$ cat src/rtl/seq_onehot_encoder.sv
// rtl/seq_onehot_encoder.sv - iterative N-to-log2(N) encoder emitting one set-bit index per handshake
module seq_onehot_encoder #(
   parameter int N         = 64,
   parameter int IDX_W     = 6,
   parameter bit MSB_FIRST = 1'b0
) (
   input  logic             clk,
   input  logic             rst,
   input  logic [N-1:0]     in,
   input  logic             in_valid,
   output logic             in_ready,
   output logic [IDX_W-1:0] out_idx,
   output logic             out_valid,
   input  logic             out_ready,
   output logic             done,
   output logic [IDX_W:0]   count
);

   typedef enum logic [1:0] {S_IDLE, S_SCAN, S_FIN} state_t;

   localparam logic [IDX_W:0] COUNT_ONE = {{IDX_W{1'b0}}, 1'b1};

   state_t           r_state;
   logic [N-1:0]     r_pending;
   logic [IDX_W:0]   r_count;
   logic             r_in_ready;
   logic             r_out_valid;
   logic             r_done;

   logic [IDX_W-1:0] w_idx;
   logic [N-1:0]     w_next;

   // Priority pick: the loop order decides which set bit wins (last write wins).
   always_comb begin
      w_idx = '0;
      if (MSB_FIRST) begin
         for (int i = 0; i < N; i++)
            if (r_pending[i]) w_idx = IDX_W'(i);
      end else begin
         for (int i = N - 1; i >= 0; i--)
            if (r_pending[i]) w_idx = IDX_W'(i);
      end
   end

   assign w_next = r_pending & ~(N'(1) << w_idx);

   always_ff @(posedge clk) begin
      if (rst) begin
         r_state     <= S_IDLE;
         r_pending   <= '0;
         r_count     <= '0;
         r_in_ready  <= 1'b1;
         r_out_valid <= 1'b0;
         r_done      <= 1'b0;
      end else begin
         case (r_state)
            S_IDLE: begin
               if (in_valid) begin
                  r_pending  <= in;
                  r_count    <= '0;
                  r_in_ready <= 1'b0;
                  if (in != '0) begin
                     r_state     <= S_SCAN;
                     r_out_valid <= 1'b1;
                  end else begin
                     r_state <= S_FIN;
                     r_done  <= 1'b1;
                  end
               end
            end
            S_SCAN: begin
               if (out_ready) begin
                  r_pending <= w_next;
                  r_count   <= r_count + COUNT_ONE;
                  if (w_next == '0) begin
                     r_state     <= S_FIN;
                     r_out_valid <= 1'b0;
                     r_done      <= 1'b1;
                  end
               end
            end
            S_FIN: begin
               r_state    <= S_IDLE;
               r_done     <= 1'b0;
               r_in_ready <= 1'b1;
            end
            default: begin
               r_state     <= S_IDLE;
               r_pending   <= '0;
               r_in_ready  <= 1'b1;
               r_out_valid <= 1'b0;
               r_done      <= 1'b0;
            end
         endcase
      end
   end

   // Pending is empty whenever out_valid is low, so the mask only guarantees a clean 0.
   assign out_idx   = r_out_valid ? w_idx : '0;
   assign out_valid = r_out_valid;
   assign in_ready  = r_in_ready;
   assign done      = r_done;
   assign count     = r_count;

endmodule

$ cat config.mk
export PLATFORM = sky130hd
export DESIGN_NAME = seq_onehot_encoder
export DESIGN_NICKNAME = d
export VERILOG_FILES = /design/src/rtl/seq_onehot_encoder.sv
export SDC_FILE = /design/constraint.sdc
export NUM_CORES = 1
export LEC_CHECK = 0
export ABC_CLOCK_PERIOD_IN_PS = 3500
export CAP_MARGIN = 5
export CORE_ASPECT_RATIO = 1.1
export CORE_MARGIN = 5
export CORE_UTILIZATION = 35
export CTS_BUF_LIST = sky130_fd_sc_hd__clkbuf_8
export CTS_CLUSTER_SIZE = 12
export DETAILED_ROUTE_END_ITERATION = 8
export PLACE_DENSITY = 0.57
export SLEW_MARGIN = 10
export SYNTH_ARGS = -nofsm -noshare
export SYNTH_HDL_FRONTEND = slang
export SYNTH_SLANG_ARGS = --single-unit
$ cat constraint.sdc
create_clock -name clk -period 3.5 [get_ports clk]
set_input_delay 0.525 -clock clk [delete_from_list [all_inputs] [get_ports clk]]
set_output_delay 0.525 -clock clk [all_outputs]
set_load 0.01 [all_outputs]
==> flow_metrics.env <==
export IMPL_synthesis_area_um2=5610
export IMPL_r2r_setup_slack_ns=-0.10
export IMPL_crit_type="register to register"
export IMPL_drive_gt1_share_pct=32.9
export IMPL_arrival_ns=3.92
export IMPL_core_area_um2=15700
export IMPL_finalCriticalPeriod_ns=3.60
export IMPL_portBuffers=83
export IMPL_p_leak_nw=3.80
export IMPL_clock_skew_final_ns=0.0124
export IMPL_peakVddDrop_mv=0.240
export IMPL_timing_rr_end="r_pending[4]"
export IMPL_whs_path_depth=2
export IMPL_worst_pin_slew_ns=0.678
export IMPL_yosysSeqAreaShare_pct=27.1
export IMPL_violations="setup timing"
export IMPL_cts_sinks=76
export IMPL_vias_per_cell=6.07
export IMPL_status="finished with violations"
export IMPL_ys_warn_count=0
export IMPL_clock_fmax_mhz=278
export IMPL_wl_um=31400
export IMPL_synth_cell_types=69
export IMPL_postSynthCellCount=812
export IMPL_grtUsageTotal_pct=33.6
export IMPL_dpl_hpwl_um=24300
export IMPL_synth_edf_count=0
export IMPL_setup_violations=4
export IMPL_numCtsBuffers=9
export IMPL_synth_area_per_cell_um2=6.91
export IMPL_place_congestion=1.05
export IMPL_synth_nets=881
export IMPL_cts_tree="built"
export IMPL_clk_pin_slew_ns=0.09
export IMPL_cp_data_required_time_ns=3.82
export IMPL_finalHoldViolations=0
export IMPL_hold_start="in_ready"
export IMPL_synthFlopType="dfxtp_1"
export IMPL_rsz0062_at_grt="yes"
export IMPL_vias=8131
export IMPL_end_kind="register"
export IMPL_cp_max_fo=4
export IMPL_final_cell_mix="buf_4 (269), nor2_1 (98), nand2_1 (81)"
export IMPL_pre_cts_ws_ns=-0.470
export IMPL_hold_class="register to register"
export IMPL_die_area_um2=18700
export IMPL_drtIter0Drc=787
export IMPL_nets=1204
export IMPL_power_density_nw_per_um2=468
export IMPL_dpl_cell_area_um2=8500
export IMPL_h_tree_depth=3
export IMPL_grt_ovfl_total=0
export IMPL_postRouteAntennaNets=0
export IMPL_diodes=0
export IMPL_die_width_um=131
export IMPL_clk_latency_ns=0.38
export IMPL_root_buffer="clkbuf_8"
export IMPL_grt_max_degree=55
export IMPL_fin_hold_ws_ns=0.450
export IMPL_antenna_found_initial=0
export IMPL_startpoint_type="register"
export IMPL_async_flop_share_pct=0
export IMPL_wl_per_cell_um=23.4
export IMPL_design_area_um2=9310
export IMPL_max_cap_violations=0
export IMPL_hold_path_end="in_ready"
export IMPL_grt_pass1_vias=7984
export IMPL_r2r_start="r_pending[63]"
export IMPL_drc=0
export IMPL_die_h_um=143
export IMPL_io_pins=84
export IMPL_reg2reg_depth=22
export IMPL_firstDrtPassIters=7
export IMPL_period_share_pct=103
export IMPL_cts_buffer_depth=2
export IMPL_nFillCells=1552
export IMPL_initial_core_util_pct=35.7
export IMPL_final_common_cell="buf_4"
export IMPL_grt_first_pass_wirelength_um=47200
export IMPL_ys_ff_latch=76
export IMPL_drv_slew=0
export IMPL_rows=48
export IMPL_syn2layout_area_growth_pct=65.7
export IMPL_relSlewSlack_pct=54.4
export IMPL_setup_slack_ns=-0.104
export IMPL_worstSetupStartpoint="r_pending[63]"
[synthesized netlist by cell type, drive strengths merged, types with 11 or more instances]
cell    number  area share [%]
a21oi       70             6.4
a22oi       26             3.5
a31oi       14             1.6
clkbuf      48             3.2
dfxtp       76              27
inv         20             1.3
nand2       82             5.5
nand2b      13             1.4
nand3       30             2.9
nand4       17             1.9
nor2       103             6.9
nor2b       11             1.2
nor3        30             2.9
nor4        42             5.0
o211ai      11             1.6
o21ai       72             6.4
o31ai       11             1.5
[how the worst max path moves through the flow]
stage | end | slack [ns] | depth (start not counted)
finish | r_pending[4] | -0.10 | 22
global route | r_pending[4] | -0.25 | 22
CTS | done | -0.04 | 14
detailed placement | done | -0.47 | 12
global placement | done | -0.42 | 12
floorplan | done | 0.23 | 10
[critical path, stage by stage, from the launching register on]
cell and delay, ns:
dfxtp_1 0.36, nor4_2 0.31, buf_4 0.17, o211ai_1 0.16, a21oi_2 0.32, o22ai_4 0.14
buf_4 0.17, o21ai_2 0.09, o31ai_2 0.10, buf_4 0.14, buf_4 0.12, buf_4 0.12
buf_4 0.12, buf_4 0.13, buf_4 0.12, buf_4 0.12, buf_4 0.12, buf_4 0.12
buf_4 0.12, buf_4 0.14, o211ai_1 0.15, o21ai_0 0.10, nor2_1 0.10
[layer usage]
metal	GRT usage, %	vias up	share of wire, %
met3	7.71	100	9.2
met1	43.2	3875	41
met2	53.1	431	45
met5	0	-	0
met4	15.7	0	5.3
li1	-	3725	-
[layout make-up]
type                       instances  area, um2  area share (%)
timing repair buffer             364       3000            32.2
tap                              200        250            2.69
clock inverter                     7       92.6           0.995
sequential                        76       1530            16.5
inverter                          20       75.1           0.807
multi-input combinational        664       4240            45.5
clock buffer                       9        124            1.33
[per-stage QoR]
step,std cells,TNS [ns],util [%],total power [mW]
6_report,1340,-0.314,59.1,4.36
4_1_cts,1338,-0.0725,58.0,4.20
5_1_grt,1340,-1.09,59.1,4.55
3_5_place_dp,1305,-1.53,54.0,3.23
2_1_floorplan,812,0,-,1.94
3_3_place_gp,1305,-1.45,54.0,3.24
[power breakdown]
part | switching (mW) | internal (mW) | total, mW
combinational | 1.37 | 1.19 | 2.56
sequential | 0.0891 | 0.932 | 1.02
clock | 0.376 | 0.399 | 0.775
[timing repair]
item	4_1_cts	5_1_grt
hold buffers	0	0
buffers inserted	17	2
pin swaps	34	8
endpoints found under the setup margin	6	8
gates resized for setup	57	33
gates cloned	0	0
[state kept, by name, summed over array words and instances (netlist names)]
signal,cells
count,7
done,1
in_ready,1
out_valid,1
r_pending,64
r_state,2
[cell families (layout without fill, tap and decap cells)]
| group | after synthesis | count (layout) | synth area share (%) |
|---|---|---|---|
| DFF | 76 | 76 | 27.1 |
| buffers and inverters | 72 | 400 | 4.93 |
| AOI/OAI and AO/OA | 285 | 285 | 33.8 |
| and+or+nand+nor | 373 | 373 | 33.2 |
| xor gates and xnor gates | 5 | 5 | 0.780 |
| adders and majority gates | 1 | 1 | 0.223 |
(Power assumes the default switching activity.)
